[src/rtl/mem_access_unit_if.sv]
// CPU-side request/response bundle for mem_access_unit.
// master: the requesting CPU/controller side; slave: the memory access unit.
interface mem_access_if;
  logic [3:0]  mem_mode;
  logic [31:0] addr;
  logic [31:0] wdata;
  logic [31:0] rdata;
  logic        stall;
  logic        done;
  logic        align_err;

  modport master (output mem_mode, addr, wdata,
                  input  rdata, stall, done, align_err);
  modport slave  (input  mem_mode, addr, wdata,
                  output rdata, stall, done, align_err);
endinterface

[src/rtl/mem_access_unit.sv]
// mem_access_unit: sequences one timed access (SETUP, WAIT_CYCLES x ACCESS, DONE)
// on an external 32-bit asynchronous SRAM with byte-lane enables.
// Optional build macro MEM_ALIGN_CHECK_EN: misaligned LW/SW go straight to DONE
// with align_err raised and no SRAM strobes; when undefined align_err is 0.
// Access codes: IO_NOP=0, IO_LW=1, IO_LB=2, IO_SW=3, IO_SB=4; others act as NOP.
module mem_access_unit #(
  parameter int unsigned WAIT_CYCLES = 2,
  parameter int unsigned ADDR_W      = 20
) (
  input  logic              clk,
  input  logic              rst,
  mem_access_if.slave       cpu,
  output logic [ADDR_W-1:0] sram_addr,
  output logic [31:0]       sram_dq_o,
  input  logic [31:0]       sram_dq_i,
  output logic              sram_dq_oe,
  output logic              sram_ce_n,
  output logic              sram_oe_n,
  output logic              sram_we_n,
  output logic [3:0]        sram_be_n
);

  localparam logic [3:0] IO_NOP = 4'd0;
  localparam logic [3:0] IO_LW  = 4'd1;
  localparam logic [3:0] IO_LB  = 4'd2;
  localparam logic [3:0] IO_SW  = 4'd3;
  localparam logic [3:0] IO_SB  = 4'd4;
  localparam logic [3:0] WAIT_INIT = 4'(WAIT_CYCLES - 1);

  typedef enum logic [1:0] {
    S_IDLE   = 2'd0,
    S_SETUP  = 2'd1,
    S_ACCESS = 2'd2,
    S_DONE   = 2'd3
  } state_t;

  state_t state_q, state_d;
  logic [3:0]        cnt_q, cnt_d;
  logic [3:0]        mode_q, mode_d;
  logic [1:0]        lane_q, lane_d;
  logic [31:0]       rdata_q, rdata_d;
  logic              done_q, done_d;
  logic              align_q, align_d;
  logic              ce_n_q, ce_n_d;
  logic              oe_n_q, oe_n_d;
  logic              we_n_q, we_n_d;
  logic [3:0]        be_n_q, be_n_d;
  logic              dq_oe_q, dq_oe_d;
  logic [ADDR_W-1:0] saddr_q, saddr_d;
  logic [31:0]       dq_o_q, dq_o_d;

  logic       req_s;
  logic       misalign_s;
  logic [3:0] cur_mode_s;
  logic [1:0] cur_lane_s;
  logic       store_s;
  logic       strobe_state_s;
  logic       unused_addr_s;

  function automatic logic is_req(input logic [3:0] mode);
    return (mode == IO_LW) || (mode == IO_LB) || (mode == IO_SW) || (mode == IO_SB);
  endfunction

  function automatic logic is_store(input logic [3:0] mode);
    return (mode == IO_SW) || (mode == IO_SB);
  endfunction

  function automatic logic [31:0] sext_byte(input logic [31:0] word, input logic [1:0] lane);
    logic [7:0] b;
    b = word[8*lane +: 8];
    return {{24{b[7]}}, b};
  endfunction

  function automatic logic [3:0] lane_be_n(input logic [3:0] mode, input logic [1:0] lane);
    if (mode == IO_SB) begin
      return ~(4'b0001 << lane);
    end else begin
      return 4'b0000;
    end
  endfunction

  assign req_s         = is_req(cpu.mem_mode) && (cpu.mem_mode != IO_NOP);
  assign unused_addr_s = ^cpu.addr[31:ADDR_W+2];

`ifdef MEM_ALIGN_CHECK_EN
  assign misalign_s = ((cpu.mem_mode == IO_LW) || (cpu.mem_mode == IO_SW)) &&
                      (cpu.addr[1:0] != 2'b00);
`else
  assign misalign_s = 1'b0;
`endif

  // In IDLE the live request drives the first-cycle outputs; afterwards the latched copy does.
  assign cur_mode_s = (state_q == S_IDLE) ? cpu.mem_mode : mode_q;
  assign cur_lane_s = (state_q == S_IDLE) ? cpu.addr[1:0] : lane_q;
  assign store_s    = is_store(cur_mode_s);

  // Next-state, latching and registered-output computation for the access sequencer.
  always_comb begin
    state_d = state_q;
    cnt_d   = cnt_q;
    mode_d  = mode_q;
    lane_d  = lane_q;
    rdata_d = rdata_q;
    saddr_d = saddr_q;
    dq_o_d  = dq_o_q;
    case (state_q)
      S_IDLE: begin
        if (req_s) begin
          mode_d = cpu.mem_mode;
          lane_d = cpu.addr[1:0];
          if (misalign_s) begin
            state_d = S_DONE;
          end else begin
            state_d = S_SETUP;
            saddr_d = cpu.addr[ADDR_W+1:2];
            dq_o_d  = (cpu.mem_mode == IO_SB) ? {4{cpu.wdata[7:0]}} : cpu.wdata;
          end
        end else begin
          state_d = S_IDLE;
        end
      end
      S_SETUP: begin
        state_d = S_ACCESS;
        cnt_d   = WAIT_INIT;
      end
      S_ACCESS: begin
        if (cnt_q == 4'd0) begin
          state_d = S_DONE;
          // Final strobe cycle: capture pad data for loads only.
          if (mode_q == IO_LB) begin
            rdata_d = sext_byte(sram_dq_i, lane_q);
          end else if (mode_q == IO_LW) begin
            rdata_d = sram_dq_i;
          end else begin
            rdata_d = rdata_q;
          end
        end else begin
          cnt_d = cnt_q - 4'd1;
        end
      end
      S_DONE: begin
        state_d = S_IDLE;
      end
      default: begin
        state_d = S_IDLE;
      end
    endcase

    strobe_state_s = (state_d == S_SETUP) || (state_d == S_ACCESS);
    done_d  = (state_d == S_DONE);
`ifdef MEM_ALIGN_CHECK_EN
    align_d = (state_q == S_IDLE) && (state_d == S_DONE);
`else
    align_d = 1'b0;
`endif
    ce_n_d  = !strobe_state_s;
    oe_n_d  = !(strobe_state_s && !store_s);
    we_n_d  = !((state_d == S_ACCESS) && store_s);
    be_n_d  = strobe_state_s ? lane_be_n(cur_mode_s, cur_lane_s) : 4'hF;
    // Store data stays driven one extra cycle (DONE) for hold time, but not on the skip path.
    dq_oe_d = store_s && (strobe_state_s || ((state_d == S_DONE) && (state_q == S_ACCESS)));
  end

  // State and output registers with synchronous reset.
  always_ff @(posedge clk) begin
    if (rst) begin
      state_q <= S_IDLE;
      cnt_q   <= 4'd0;
      mode_q  <= IO_NOP;
      lane_q  <= 2'd0;
      rdata_q <= 32'd0;
      done_q  <= 1'b0;
      align_q <= 1'b0;
      ce_n_q  <= 1'b1;
      oe_n_q  <= 1'b1;
      we_n_q  <= 1'b1;
      be_n_q  <= 4'hF;
      dq_oe_q <= 1'b0;
      saddr_q <= '0;
      dq_o_q  <= 32'd0;
    end else begin
      state_q <= state_d;
      cnt_q   <= cnt_d;
      mode_q  <= mode_d;
      lane_q  <= lane_d;
      rdata_q <= rdata_d;
      done_q  <= done_d;
      align_q <= align_d;
      ce_n_q  <= ce_n_d;
      oe_n_q  <= oe_n_d;
      we_n_q  <= we_n_d;
      be_n_q  <= be_n_d;
      dq_oe_q <= dq_oe_d;
      saddr_q <= saddr_d;
      dq_o_q  <= dq_o_d;
    end
  end

  assign cpu.rdata     = rdata_q;
  assign cpu.done      = done_q;
  assign cpu.align_err = align_q;
  assign cpu.stall     = req_s & ~done_q;
  assign sram_addr     = saddr_q;
  assign sram_dq_o     = dq_o_q;
  assign sram_dq_oe    = dq_oe_q;
  assign sram_ce_n     = ce_n_q;
  assign sram_oe_n     = oe_n_q;
  assign sram_we_n     = we_n_q;
  assign sram_be_n     = be_n_q;

endmodule

[src/flat_wrapper.sv]
// flat-port wrapper written by rule: the top's interface ports become plain ports
module mem_access_unit_flat 
#(
  parameter int unsigned WAIT_CYCLES = 2,
  parameter int unsigned ADDR_W      = 20
)
  (clk, rst, sram_addr, sram_dq_o, sram_dq_i, sram_dq_oe, sram_ce_n, sram_oe_n, sram_we_n, sram_be_n, cpu_mem_mode, cpu_addr, cpu_wdata, cpu_rdata, cpu_stall, cpu_done, cpu_align_err);
  mem_access_if cpu_i ();
  input  logic clk;
  input  logic rst;
  output logic [ADDR_W-1:0] sram_addr;
  output logic [31:0] sram_dq_o;
  input  logic [31:0] sram_dq_i;
  output logic sram_dq_oe;
  output logic sram_ce_n;
  output logic sram_oe_n;
  output logic sram_we_n;
  output logic [3:0] sram_be_n;
  input wire logic [$bits(cpu_i.mem_mode)-1:0] cpu_mem_mode;
  input wire logic [$bits(cpu_i.addr)-1:0] cpu_addr;
  input wire logic [$bits(cpu_i.wdata)-1:0] cpu_wdata;
  output wire logic [$bits(cpu_i.rdata)-1:0] cpu_rdata;
  output wire logic [$bits(cpu_i.stall)-1:0] cpu_stall;
  output wire logic [$bits(cpu_i.done)-1:0] cpu_done;
  output wire logic [$bits(cpu_i.align_err)-1:0] cpu_align_err;
  assign cpu_i.mem_mode = cpu_mem_mode;
  assign cpu_i.addr = cpu_addr;
  assign cpu_i.wdata = cpu_wdata;
  assign cpu_rdata = cpu_i.rdata;
  assign cpu_stall = cpu_i.stall;
  assign cpu_done = cpu_i.done;
  assign cpu_align_err = cpu_i.align_err;
  mem_access_unit #(.WAIT_CYCLES(WAIT_CYCLES), .ADDR_W(ADDR_W)) u_core (.clk(clk), .rst(rst), .cpu(cpu_i), .sram_addr(sram_addr), .sram_dq_o(sram_dq_o), .sram_dq_i(sram_dq_i), .sram_dq_oe(sram_dq_oe), .sram_ce_n(sram_ce_n), .sram_oe_n(sram_oe_n), .sram_we_n(sram_we_n), .sram_be_n(sram_be_n));
endmodule
[config.mk]
export PLATFORM = sky130hd
export DESIGN_NAME = mem_access_unit_flat
export DESIGN_NICKNAME = d
export VERILOG_FILES = /design/src/rtl/mem_access_unit_if.sv /design/src/rtl/mem_access_unit.sv /design/src/flat_wrapper.sv
export SDC_FILE = /design/constraint.sdc
export NUM_CORES = 1
export LEC_CHECK = 0
export CAP_MARGIN = 20
export CORE_AREA = 3 3 113 115
export CTS_CLUSTER_DIAMETER = 40
export CTS_CLUSTER_SIZE = 14
export DETAILED_ROUTE_END_ITERATION = 10
export DIE_AREA = 0 0 116 118
export PLACE_DENSITY = 0.86
export SLEW_MARGIN = 5
export SYNTH_ARGS = -nofsm -noshare
export SYNTH_HDL_FRONTEND = slang
export SYNTH_SLANG_ARGS = --single-unit
[constraint.sdc]
create_clock -name clk -period 2.2 [get_ports clk]
set_clock_uncertainty 0.1 [all_clocks]
set_input_delay 0.44 -clock clk [delete_from_list [all_inputs] [get_ports clk]]
set_output_delay 0.44 -clock clk [all_outputs]
set_load 0.05 [all_outputs]
Yosys cells after proc, flatten, opt, wreduce, memory -nomap -nowiden
Index checks and enable logic that the tools add are counted.

cells by class
  muxes and demuxes = 11
  equality and inequality tests = 15
  reduce and logical (&&, ||, !) cells = 24
  add/sub/neg operators = 1
  bitwise gates (word level) = 4
  shift-type cells = 2

operator list
  operator               count
  $mux W32               3
  $shiftx A32 B6 Y8      1
  $eq A4 B2 Y1 const B   4
  $mux W4                3
  $eq A2 B2 Y1 const B   4
  $eq A4 B1 Y1 const B   2
  $eq A4 B3 Y1 const B   2
  $pmux W2 S4            1
  $pmux W4 S2            1
  $logic_or A1 B1 Y1     6
  $logic_and A1 B1 Y1    5
  $eq A2 B1 Y1 const B   2
  $logic_not A1 Y1       4
  $logic_not A4 Y1       1
  $mux W2                2
  $not A4 Y4             1
  $reduce_and A2 Y1      2
  $reduce_bool A2 Y1     2
  $reduce_bool A4 Y1     1
  $shl A1 B2 Y4 const A  1
  $sub A4 B1 Y4 const B  1
  $reduce_and A3 Y1      1
  $logic_not A2 Y1       1
  $ne A2 B2 Y1 const B   1
  other kinds (4)        5

word-level totals
  bits in registers = 105
  output and inout port bits = 95
  input port bits = 102

Logic depth before layout (Yosys ltp)
Gate-level depths: netlist of run 1.

  depth in word-level cells = 11
  mapped depth = 12
  depth with buffers taken out = 10

Worst setup path after synthesis of run 1
No wires, ideal clock.

  kind = input port to output port
  from = input cpu_mem_mode[0]
  to = output cpu_stall
  buffers on the path = 0
  setup slack = -0.609 ns
  data required time = 1.660 ns
  stages on the path = 2
  data arrival time = 2.269 ns
  cells stage by stage = o21ai_0 nor4b_1

between the ends
  longest elaborated chain between the ends = 6
  elaborated cells between the ends (all ways) = 10
  those cells by class = eq/ne (4); bitwise (1); reduce/logical (5)

RTL lines
  what                                          RTL line                RTL
  start: declaration                            flat_wrapper.sv:19      input wire logic [$bits(cpu_i.mem_mode)-1:0] cpu_mem_mode;
  $eq A4 B1 Y1 or $eq A4 B2 Y1 (tied branches)  mem_access_unit.sv:61   return (mode == IO_LW) || (mode == IO_LB) || (mode == IO_SW) || (mode == IO_SB);
  $logic_or A1 B1 Y1 (3 in a row)               mem_access_unit.sv:61
  $logic_and A1 B1 Y1 *                         mem_access_unit.sv:82   assign req_s = is_req(cpu.mem_mode) && (cpu.mem_mode != IO_NOP);
  $and A1 B1 Y1 *                               mem_access_unit.sv:202  assign cpu.stall = req_s & ~done_q;
  end: declaration                              flat_wrapper.sv:23      output wire logic [$bits(cpu_i.stall)-1:0] cpu_stall;

Mark *: on every way between the ends. The rest lies on a longest branch, timed or not.

Worst setup path in the final report of run 1
  from = register u_core.lane_q[0]
  to = register u_core.rdata_q[13], in the netlist u_core.cpu.rdata[13]

between the ends
  longest elaborated chain between the ends = 2

RTL lines
  what                      RTL line                RTL
  start: declaration        mem_access_unit.sv:40   logic [1:0] lane_q, lane_d;
  start signal: assignment  mem_access_unit.sv:185  lane_q <= lane_d;
  $shiftx A32 B6 Y8         mem_access_unit.sv:70   b = word[8*lane +: 8];
  $mux W32                  mem_access_unit.sv:130  if (mode_q == IO_LB) begin
  end signal: assignment    mem_access_unit.sv:186  rdata_q <= rdata_d;
  end: declaration          mem_access_unit.sv:41   logic [31:0] rdata_q, rdata_d;

No other way between the ends.
A chain may end at the register's enable or synchronous reset.

==> results.json, run 1 <==
{
  "finalPower_uw": 4996,
  "grt_max_degree": 76,
  "drc": 0,
  "dpl_cell_area_um2": 6713,
  "reg2reg_to": "u_core.cpu.rdata[13]$_SDFFE_PP0P_",
  "grt_pass1_wl_um": 23000,
  "gp_congestion": 0.8084,
  "cp_top_family": "multiplexers",
  "io-pin-count": 197,
  "path_cells": "mux4_2 > or3b_4 > a2111oi_4 > buf_4 > buf_8 > a211oi_1",
  "slowest_delay_ps": 520,
  "overflow": 0,
  "dieWidth_um": 116,
  "dp_hpwl_um": 10580,
  "violations": "negative setup slack",
  "drive_above_1_share_pct": 13.83,
  "ys_types": 41,
  "slew_violations": 0,
  "p_leak_uw": 0.002795,
  "setup_violations": 14,
  "clk_pin_slew_ps": 70,
  "arrival_ps": 2340,
  "cts_buffers": 9,
  "path_class": "flip-flop to flip-flop",
  "synth_top_flop_cell": "dfxtp_1",
  "finalCritPeriodShare_pct": 101.7,
  "reg2reg_depth": 6,
  "wl_um": 14840,
  "hold_path_end": "u_core.sram_addr[7]$_SDFFE_PP0P_",
  "vias_per_cell": 5.339,
  "nNetsFinal": 820,
  "p_per_area_nw_per_um2": 689.0,
  "clockRootBuffer": "clkbuf_16",
  "slew_headroom_pct": 59.84,
  "synth.avg_cell_area_um2": 8.669,
  "first_pass_iters": 5,
  "max_freq_mhz": 447.0,
  "synth_top_area_share_pct": 46.72,
  "finalCriticalPeriod_ps": 2237,
  "initial_core_util_pct": 37.77,
  "netlist_instances": 519,
  "finalHoldViolCount": 0,
  "cp_max_fo": 7,
  "num_vias": 4613,
  "min_path_type": "flip-flop to flip-flop",
  "multi_input_area_um2": 2366,
  "start_kind": "flip-flop",
  "rsz0062_at_grt": "true",
  "ys_warn_count": 0,
  "outcome": "complete, but fails checks",
  "critPathSlowestCell": "mux4_2",
  "fillCellCount": 959,
  "seqCellArea_um2": 2106,
  "antenna_found_initial": 2,
  "die_area_um2": 13690,
  "rows": 40,
  "areaGrowthSynthToFinish_pct": 61.15,
  "holdPathStages": 2,
  "numClockSinks": 105,
  "core-area_um2": 11910,
  "yosys_register_bits": 105,
  "cap_violations": 0,
  "synth_common_cells": "105 x dfxtp_1, 97 x nand2_1, 62 x nor2_1",
  "hold_ws_ps": 354.0,
  "stdcell_area_um2": 7251,
  "ys_top_cells_by_area": "dfxtp_1 47%, a211oi_1 8.3%, nand2_1 8.1%",
  "cp_num_buf_inv": 2,
  "synth_nets": 628,
  "port_buffers": 185,
  "synth_edf_count": 0,
  "grt_pass1_vias": 4623,
  "final_util_pct": 60.87,
  "clock_latency_ps": 340,
  "clk_path_buf_depth": 2,
  "hp-start": "u_core.sram_addr[7]$_SDFFE_PP0P_",
  "peakVddDrop_v": 0.0006262,
  "worst_slack_ps": -37.39,
  "grt_usage_pct": 20.87,
  "worstPathRequired_ps": 2300,
  "synth.most_common_cell": "dfxtp_1",
  "async_reset_ff_share_pct": 0,
  "tightest_slew_ps": 602.4,
  "syn_area_um2": 4499,
  "r2r-start": "u_core.lane_q[0]$_SDFFE_PP0P_",
  "routedWlPerCell_um": 17.17,
  "ant_nets": 0,
  "reg2reg_slack_ps": -40,
  "end_kind": "flip-flop",
  "yosys.area.top_type": "dfxtp_1",
  "drtIter0Drc": 279,
  "cts_tree": "built",
  "dieHeight_um": 118,
  "cts_hold_buf": 0,
  "h-tree-depth": 3,
  "yosysSeqAreaShare_pct": 46.72
}
[kinds of logic after synthesis]
| kind of cell | Yosys count | synth area share, % |
|---|---|---|
| AOI/OAI and AO/OA | 120 | 18.22 |
| xor gates and xnor gates | 1 | 0.1947 |
| adders and majority gates | 7 | 1.947 |
| buffers and inverters | 52 | 4.783 |
| DFF | 105 | 46.72 |
| muxes | 40 | 9.260 |
| other | 1 | 0.08335 |
| and+or+nand+nor | 193 | 18.80 |
[power by group]
part | total (µW) | internal (µW) | switching [µW]
clock | 1530 | 828 | 701
sequential | 2080 | 2020 | 59.3
combinational | 1390 | 576 | 816
[what timing repair did]
action                                  in CTS  in global routing
gates cloned                                 2                  1
buffers inserted                             1                  1
pin swaps                                    2                  9
gates resized for setup                     11                 40
endpoints found under the setup margin      30                 74
[worst max path at each step]
| stage | start | to | slack [ps] | depth (start not counted) |
|---|---|---|---|---|
| after floorplan | sram_dq_i[31] | u_core.cpu.rdata[10]$_SDFFE_PP0P_ | -8 | 5 |
| after global placement | sram_dq_i[31] | u_core.cpu.rdata[11]$_SDFFE_PP0P_ | -440 | 6 |
| after detailed placement | sram_dq_i[7] | u_core.cpu.rdata[14]$_SDFFE_PP0P_ | -490 | 6 |
| after CTS | u_core.lane_q[0]$_SDFFE_PP0P_ | u_core.cpu.rdata[13]$_SDFFE_PP0P_ | -110 | 6 |
| after global routing | u_core.lane_q[0]$_SDFFE_PP0P_ | u_core.cpu.rdata[14]$_SDFFE_PP0P_ | -90 | 6 |
| final | u_core.lane_q[0]$_SDFFE_PP0P_ | u_core.cpu.rdata[13]$_SDFFE_PP0P_ | -40 | 6 |
[per-stage QoR]
step                setup WS [ps]  TNS, ps  cells
global route               -91.77    -1649    863
global placement           -443.0   -24180    842
finish                     -37.39   -245.1    864
floorplan                  -7.674   -152.6    519
detailed placement         -489.0   -29260    842
CTS                        -108.3    -2226    861
[metal layers]
layer / wire, µm / part of all wire (%) / global-route usage (%)
met5: 11 / 0.074 / 0
met4: 414 / 2.8 / 8.847
met2: 7329 / 49 / 34.96
met1: 5718 / 39 / 23.50
met3: 1361 / 9.2 / 7.763
[layout make-up]
class	count	share of cell area (%)
multi-input combinational	362	32.63
timing repair buffer	225	31.42
sequential	105	29.04
clock buffer	12	3.538
tap	147	2.537
inverter	8	0.4142
clock inverter	4	0.3796
antenna	1	0.03451
[sequential cells by signal, indices dropped and copies added (netlist names), 2 cells and up]
| name | flops |
|---|---|
| u_core.mode_q | 4 |
| u_core.sram_addr | 20 |
| u_core.cnt_q | 4 |
| u_core.state_q | 2 |
| u_core.sram_be_n | 4 |
| u_core.sram_dq_o | 32 |
| u_core.cpu.rdata | 32 |
| u_core.lane_q | 2 |
[placed cells by master, fill, tap and decap left out, types with 5 or more instances in the layout]
| cell type | synthesis | layout |
|---|---|---|
| inv_1 | 8 | 7 |
| nand2_1 | 97 | 97 |
| nand3_1 | 7 | 7 |
| clkbuf_16 | 0 | 10 |
| buf_12 | 0 | 5 |
| o2111ai_1 | 7 | 7 |
| nor2_1 | 62 | 61 |
| buf_6 | 2 | 5 |
| clkdlybuf4s50_1 | 0 | 175 |
| a211oi_2 | 0 | 12 |
| o32a_1 | 7 | 7 |
| o21ai_0 | 8 | 7 |
| ha_1 | 7 | 5 |
| a21oi_1 | 43 | 43 |
| a211oi_1 | 50 | 38 |
| buf_4 | 1 | 29 |
| dfxtp_1 | 105 | 102 |
| mux2i_1 | 36 | 34 |
[worst register-to-register path: stages, from the launching register on]
cell and delay (ps):
dfxtp_2 360, mux4_2 520, or3b_4 400, a2111oi_4 310
buf_4 200, buf_8 140, a211oi_1 80
(Power assumes the default switching activity.)
==> run 2, diff against run 1 <==
--- a/config.mk
+++ b/config.mk
@@ -11,7 +11,7 @@
 export CTS_CLUSTER_SIZE = 14
 export DETAILED_ROUTE_END_ITERATION = 10
 export DIE_AREA = 0 0 116 118
-export PLACE_DENSITY = 0.86
+export PLACE_DENSITY_LB_ADDON = 0.12
 export SLEW_MARGIN = 5
 export SYNTH_ARGS = -nofsm -noshare
 export SYNTH_HDL_FRONTEND = slang
==> run 2 against run 1 <==
  * Wire length decreased by 3.6%
  * Maximum frequency increased by 1.8%
  * Sequential share of layout area decreased by 0.24 points
  * Cell count decreased by 0.69%
  * The run now ends clean
  * Clock power increased by 14%
  * Sequential cell count unchanged
  * Power increased by 3.9%
  * Critical path depth unchanged
  * Hold slack got worse by 1.7 ps
  * Non-clock buffer count decreased by 4
  * First-iteration DRC count decreased by 21%
  * Die area unchanged
==> results.json, run 2 (synthesis gave the netlist of run 1 again) <==
{
  "gp_congestion": 0.8125,
  "overflow": 0,
  "initial_core_util_pct": 37.77,
  "grt_max_degree": 77,
  "port_buffers": 185,
  "outcome": "completed",
  "finalNonFillerCells": 858,
  "cts_buffers": 9,
  "hold_ws_ps": 352.3,
  "slew_violations": 0,
  "rows": 40,
  "seqCellArea_um2": 2107,
  "setup_violations": 0,
  "nNetsFinal": 816,
  "path_class": "flip-flop to flip-flop",
  "dieWidth_um": 116,
  "end_kind": "flip-flop",
  "areaGrowthSynthToFinish_pct": 62.60,
  "clock_latency_ps": 340,
  "clockRootBuffer": "clkbuf_16",
  "final_cell_mix": "175 x clkdlybuf4s50_1, 103 x dfxtp_1, 97 x nand2_1, 61 x nor2_1, 43 x a21oi_1",
  "p_per_area_nw_per_um2": 709.7,
  "finalCritPeriodShare_pct": 99.88,
  "finalCriticalPeriod_ps": 2197,
  "wl_um": 14310,
  "vias_per_cell": 5.188,
  "grt_usage_pct": 19.85,
  "max_freq_mhz": 455.1,
  "reg2reg_depth": 6,
  "grt_pass1_vias": 4380,
  "fillCellCount": 1033,
  "antenna_found_initial": 0,
  "grt_pass1_wl_um": 21890,
  "routedWlPerCell_um": 16.68,
  "peakVddDrop_v": 0.0004330,
  "dp.cells": 839,
  "first_pass_iters": 4,
  "die_area_um2": 13690,
  "start_kind": "flip-flop",
  "io-pin-count": 197,
  "numClockSinks": 105,
  "core-area_um2": 11910,
  "min_path_type": "flip-flop to flip-flop",
  "dieHeight_um": 118,
  "top_layer_used": "met4",
  "post-place-ws_ps": -464.5,
  "wl_met3_um": 1087,
  "clk_pin_slew_ps": 70,
  "cp_max_fo": 7,
  "finalHoldViolCount": 0,
  "clk_path_buf_depth": 2,
  "holdPathStages": 2,
  "arrival_ps": 2300,
  "h-tree-depth": 3,
  "drive_above_1_share_pct": 15.33,
  "wl_met2_um": 7072,
  "worstPathRequired_ps": 2300,
  "slew_headroom_pct": 52.82,
  "layout_commonest_cell": "clkdlybuf4s50_1",
  "cts_tree": "built",
  "cap_violations": 0,
  "worst_slack_ps": 2.547,
  "rsz0062_at_grt": "true",
  "ant_nets": 0,
  "multi_input_area_um2": 2421,
  "p_leak_uw": 0.002810,
  "antenna_cells": 0,
  "num_vias": 4451,
  "dp_hpwl_um": 10130,
  "tightest_slew_ps": 707.7,
  "met1_length_um": 5861,
  "drtIter0Drc": 221,
  "drc": 0
}
[run 2: repair_timing]
| action | CTS | global route |
|---|---|---|
| endpoints found under the setup margin | 31 | 77 |
| pin swaps | 2 | 7 |
| setup buffers | 1 | 0 |
| resized for setup | 18 | 48 |
| hold buffers | 0 | 0 |
| cloned | 2 | 1 |
[run 2: stage by stage]
step                      cell area [µm²]  setup TNS (ps)  utilization [%]  total power (µW)
after floorplan                      4509          -152.6                -              2867
after global placement               6675          -24530            56.04              3392
after detailed placement             6675          -27320            56.04              3413
after CTS                            7076           -1334            59.40              5175
after global routing                 7316          -862.9            61.42              5415
final                                7316               0            61.42              5192
[run 2: layout make-up]
type	count	area share (%)
Clock buffer	11	3.455
Clock inverter	4	1.043
Inverter	8	0.4105
Multi-Input combinational cell	362	33.09
Sequential cell	105	28.80
Tap cell	147	2.514
Timing Repair Buffer	221	30.68
[run 2: worst paths after layout]
kind / startpoint / to / slack [ps]
max: u_core.lane_q[0]$_SDFFE_PP0P_ / u_core.cpu.rdata[11]$_SDFFE_PP0P_ / 3
min: u_core.sram_dq_o[5]$_SDFFE_PP0P_ / u_core.sram_dq_o[5]$_SDFFE_PP0P_ / 350
max reg2reg: u_core.lane_q[0]$_SDFFE_PP0P_ / u_core.cpu.rdata[11]$_SDFFE_PP0P_ / 3
min reg2reg: u_core.sram_dq_o[5]$_SDFFE_PP0P_ / u_core.sram_dq_o[5]$_SDFFE_PP0P_ / 350
[run 2: metal layers]
layer  global-route usage, %  up-vias
li1                        -     2181
met2                   33.49      140
met5                       0        -
met4                   6.599        0
met1                   23.40     2108
met3                   6.684       22
[run 2: power breakdown]
part	internal, µW	leakage [µW]	total [µW]	switching [µW]
clock	1060	0.000158	1750	691
sequential	2010	0.000857	2070	56.3
combinational	564	0.00179	1370	811
[run 2: critical path: stages, from the launching register on]
cell	delay (ps)
dfxtp_4	360
mux4_2	510
or3b_4	400
a2111oi_4	300
buf_6	180
buf_8	140
a211oi_2	70
==> run 3, diff against run 2 <==
--- a/config.mk
+++ b/config.mk
@@ -11,8 +11,9 @@
 export CTS_CLUSTER_SIZE = 14
 export DETAILED_ROUTE_END_ITERATION = 10
 export DIE_AREA = 0 0 116 118
+export MAX_ROUTING_LAYER = met4
 export PLACE_DENSITY_LB_ADDON = 0.12
-export SLEW_MARGIN = 5
+export SLEW_MARGIN = 20
 export SYNTH_ARGS = -nofsm -noshare
 export SYNTH_HDL_FRONTEND = slang
 export SYNTH_SLANG_ARGS = --single-unit
==> constraint.sdc (replaced) <==
create_clock -name clk -period 2.2 [get_ports clk]
set_clock_uncertainty 0.1 [all_clocks]
set_input_delay 0.44 -clock clk [delete_from_list [all_inputs] [get_ports clk]]
set_output_delay 0.44 -clock clk [all_outputs]
set_load 0.1 [all_outputs]
==> run 3 against run 2 <==
  * The flow now finishes with violations (negative setup slack)
  * Utilization fell by 3.1 points
  * First-iteration DRC count rose by 10%
  * Via count barely moved
  * Design area fell by 5.1%
  * Wire length fell by 1.4%
  * Count of clock-buffer cells in the layout rose by 2
  * Register-to-register slack got worse by 20 ps
  * Sequential cell count did not move
  * Critical path type unchanged
  * Critical endpoint is now u_core.cpu.rdata[31]$_SDFFE_PP0P_
==> results.json, run 3 (synthesis gave the netlist of run 1 again) <==
{
  "dieWidth_um": 116,
  "vias_per_cell": 5.185,
  "dp_hpwl_um": 9910,
  "top_usage_layer": "met2",
  "outcome": "complete, but fails checks",
  "finalCriticalPeriod_ps": 2215,
  "slew_violations": 0,
  "grtUsageMet1_pct": 24.70,
  "drtIter0Drc": 243,
  "layout_commonest_cell": "buf_4",
  "max_freq_mhz": 451.5,
  "io-pin-count": 197,
  "overflow": 0,
  "h-tree-depth": 3,
  "routedWlPerCell_um": 16.43,
  "areaGrowthSynthToFinish_pct": 54.34,
  "initial_core_util_pct": 37.77,
  "drive_above_1_share_pct": 24.72,
  "worstPathRequired_ps": 2300,
  "finalHoldViolCount": 0,
  "clockRootBuffer": "clkbuf_16",
  "cp_max_fo": 7,
  "grt_pass1_vias": 4520,
  "path_class": "flip-flop to flip-flop",
  "setup_violations": 2,
  "wl_um": 14110,
  "slew_headroom_pct": 61.54,
  "grt_max_degree": 53,
  "reg2reg_depth": 6,
  "grt_use_met3_pct": 5.141,
  "slowest_delay_ps": 490,
  "start_kind": "flip-flop",
  "fillCellCount": 1055,
  "arrival_ps": 2310,
  "p_per_area_nw_per_um2": 787.7,
  "nNetsFinal": 816,
  "antenna_found_initial": 0,
  "finalCritPeriodShare_pct": 100.7,
  "drc": 0,
  "dpl_cell_area_um2": 6492,
  "violations": "negative setup slack",
  "core-area_um2": 11910,
  "cts_buffers": 9,
  "final_util_pct": 58.30,
  "die_area_um2": 13690,
  "stdcell_area_um2": 6944,
  "antenna_cells": 0,
  "min_path_type": "flip-flop to flip-flop",
  "cts_tree": "built",
  "critPathSlowestCell": "mux4_2",
  "gp_congestion": 0.8005,
  "grt_pass1_wl_um": 21890,
  "grt_usage_pct": 20.60,
  "first_pass_iters": 4,
  "ant_nets": 0,
  "cap_violations": 0,
  "port_buffers": 185,
  "path_cells": "mux4_2 > or3b_4 > a2111oi_4 > buf_4 > buf_8 > a211oi_1",
  "clock_latency_ps": 340,
  "grtUsageMet2_pct": 32.37,
  "clk_path_buf_depth": 2,
  "peakVddDrop_v": 0.0004298,
  "worst_slack_ps": -14.78,
  "rows": 40,
  "clk_pin_slew_ps": 70,
  "final_cell_mix": "121 x buf_4, 101 x dfxtp_1, 97 x nand2_1, 82 x clkdlybuf4s50_1, 61 x nor2_1",
  "rsz0062_at_grt": "true",
  "end_kind": "flip-flop",
  "finalPower_uw": 5470,
  "holdPathStages": 2,
  "tightest_slew_ps": 576.9,
  "dieHeight_um": 118,
  "numClockSinks": 105,
  "p_leak_uw": 0.002945,
  "num_vias": 4454
}
## run 3: final timing paths
path | slack, ps | from | endpoint
setup reg to reg | -10 | u_core.lane_q[0]$_SDFFE_PP0P_ | u_core.cpu.rdata[31]$_SDFFE_PP0P_
hold reg to reg | 360 | u_core.cpu.rdata[1]$_SDFFE_PP0P_ | u_core.cpu.rdata[1]$_SDFFE_PP0P_
hold / removal | 360 | u_core.cpu.rdata[1]$_SDFFE_PP0P_ | u_core.cpu.rdata[1]$_SDFFE_PP0P_
setup / recovery | -10 | u_core.lane_q[0]$_SDFFE_PP0P_ | u_core.cpu.rdata[31]$_SDFFE_PP0P_
## run 3: metal layers
metal | wire length, µm | vias to the layer above
li1 | - | 2192
met1 | 6075 | 2086
met2 | 6715 | 147
met3 | 961 | 29
met4 | 361 | 0
met5 | 0 | -
## run 3: worst max-delay path: cells and delay by family (launching register included)
| family | cells | cell delay [ps] |
|---|---|---|
| compound gates | 2 | 390 |
| mux | 1 | 490 |
| flops | 1 | 350 |
| simple gates | 1 | 390 |
| buf+inv | 2 | 340 |
## run 3: where the power goes
part           internal, µW  switching [µW]  leakage [µW]
sequential             2020            58.1      0.000858
clock                   981             712      0.000156
combinational           524            1180       0.00193
## run 3: area by class of cell
| class | instances | area [µm²] | share of cell area (%) |
|---|---|---|---|
| clock buffer | 13 | 270.3 | 3.892 |
| sequential | 105 | 2107 | 30.34 |
| tap | 147 | 183.9 | 2.649 |
| multi-input combinational | 362 | 2295 | 33.05 |
| clock inverter | 3 | 47.55 | 0.6847 |
| inverter | 8 | 30.03 | 0.4324 |
| timing repair buffer | 221 | 2011 | 28.95 |
## run 3: metrics by stage
stage | setup WS, ps | hold slack [ps] | cells | TNS, ps
finish | -14.78 | 356.8 | 859 | -18.19
global route | -51.18 | 374.0 | 859 | -423.8
CTS | -67.88 | 358.7 | 860 | -480.8
detailed placement | -486.7 | 349.2 | 839 | -24490
global placement | -465.6 | 343.7 | 839 | -23620
floorplan | -7.674 | 385.2 | 519 | -152.6
## run 3: repair_timing
item                                    4_1_cts  5_1_grt
pin swaps                                     0        2
gates cloned                                  2        1
hold buffers                                  0        0
resized for setup                            14       16
buffers inserted                              3        1
endpoints found under the setup margin       30       51
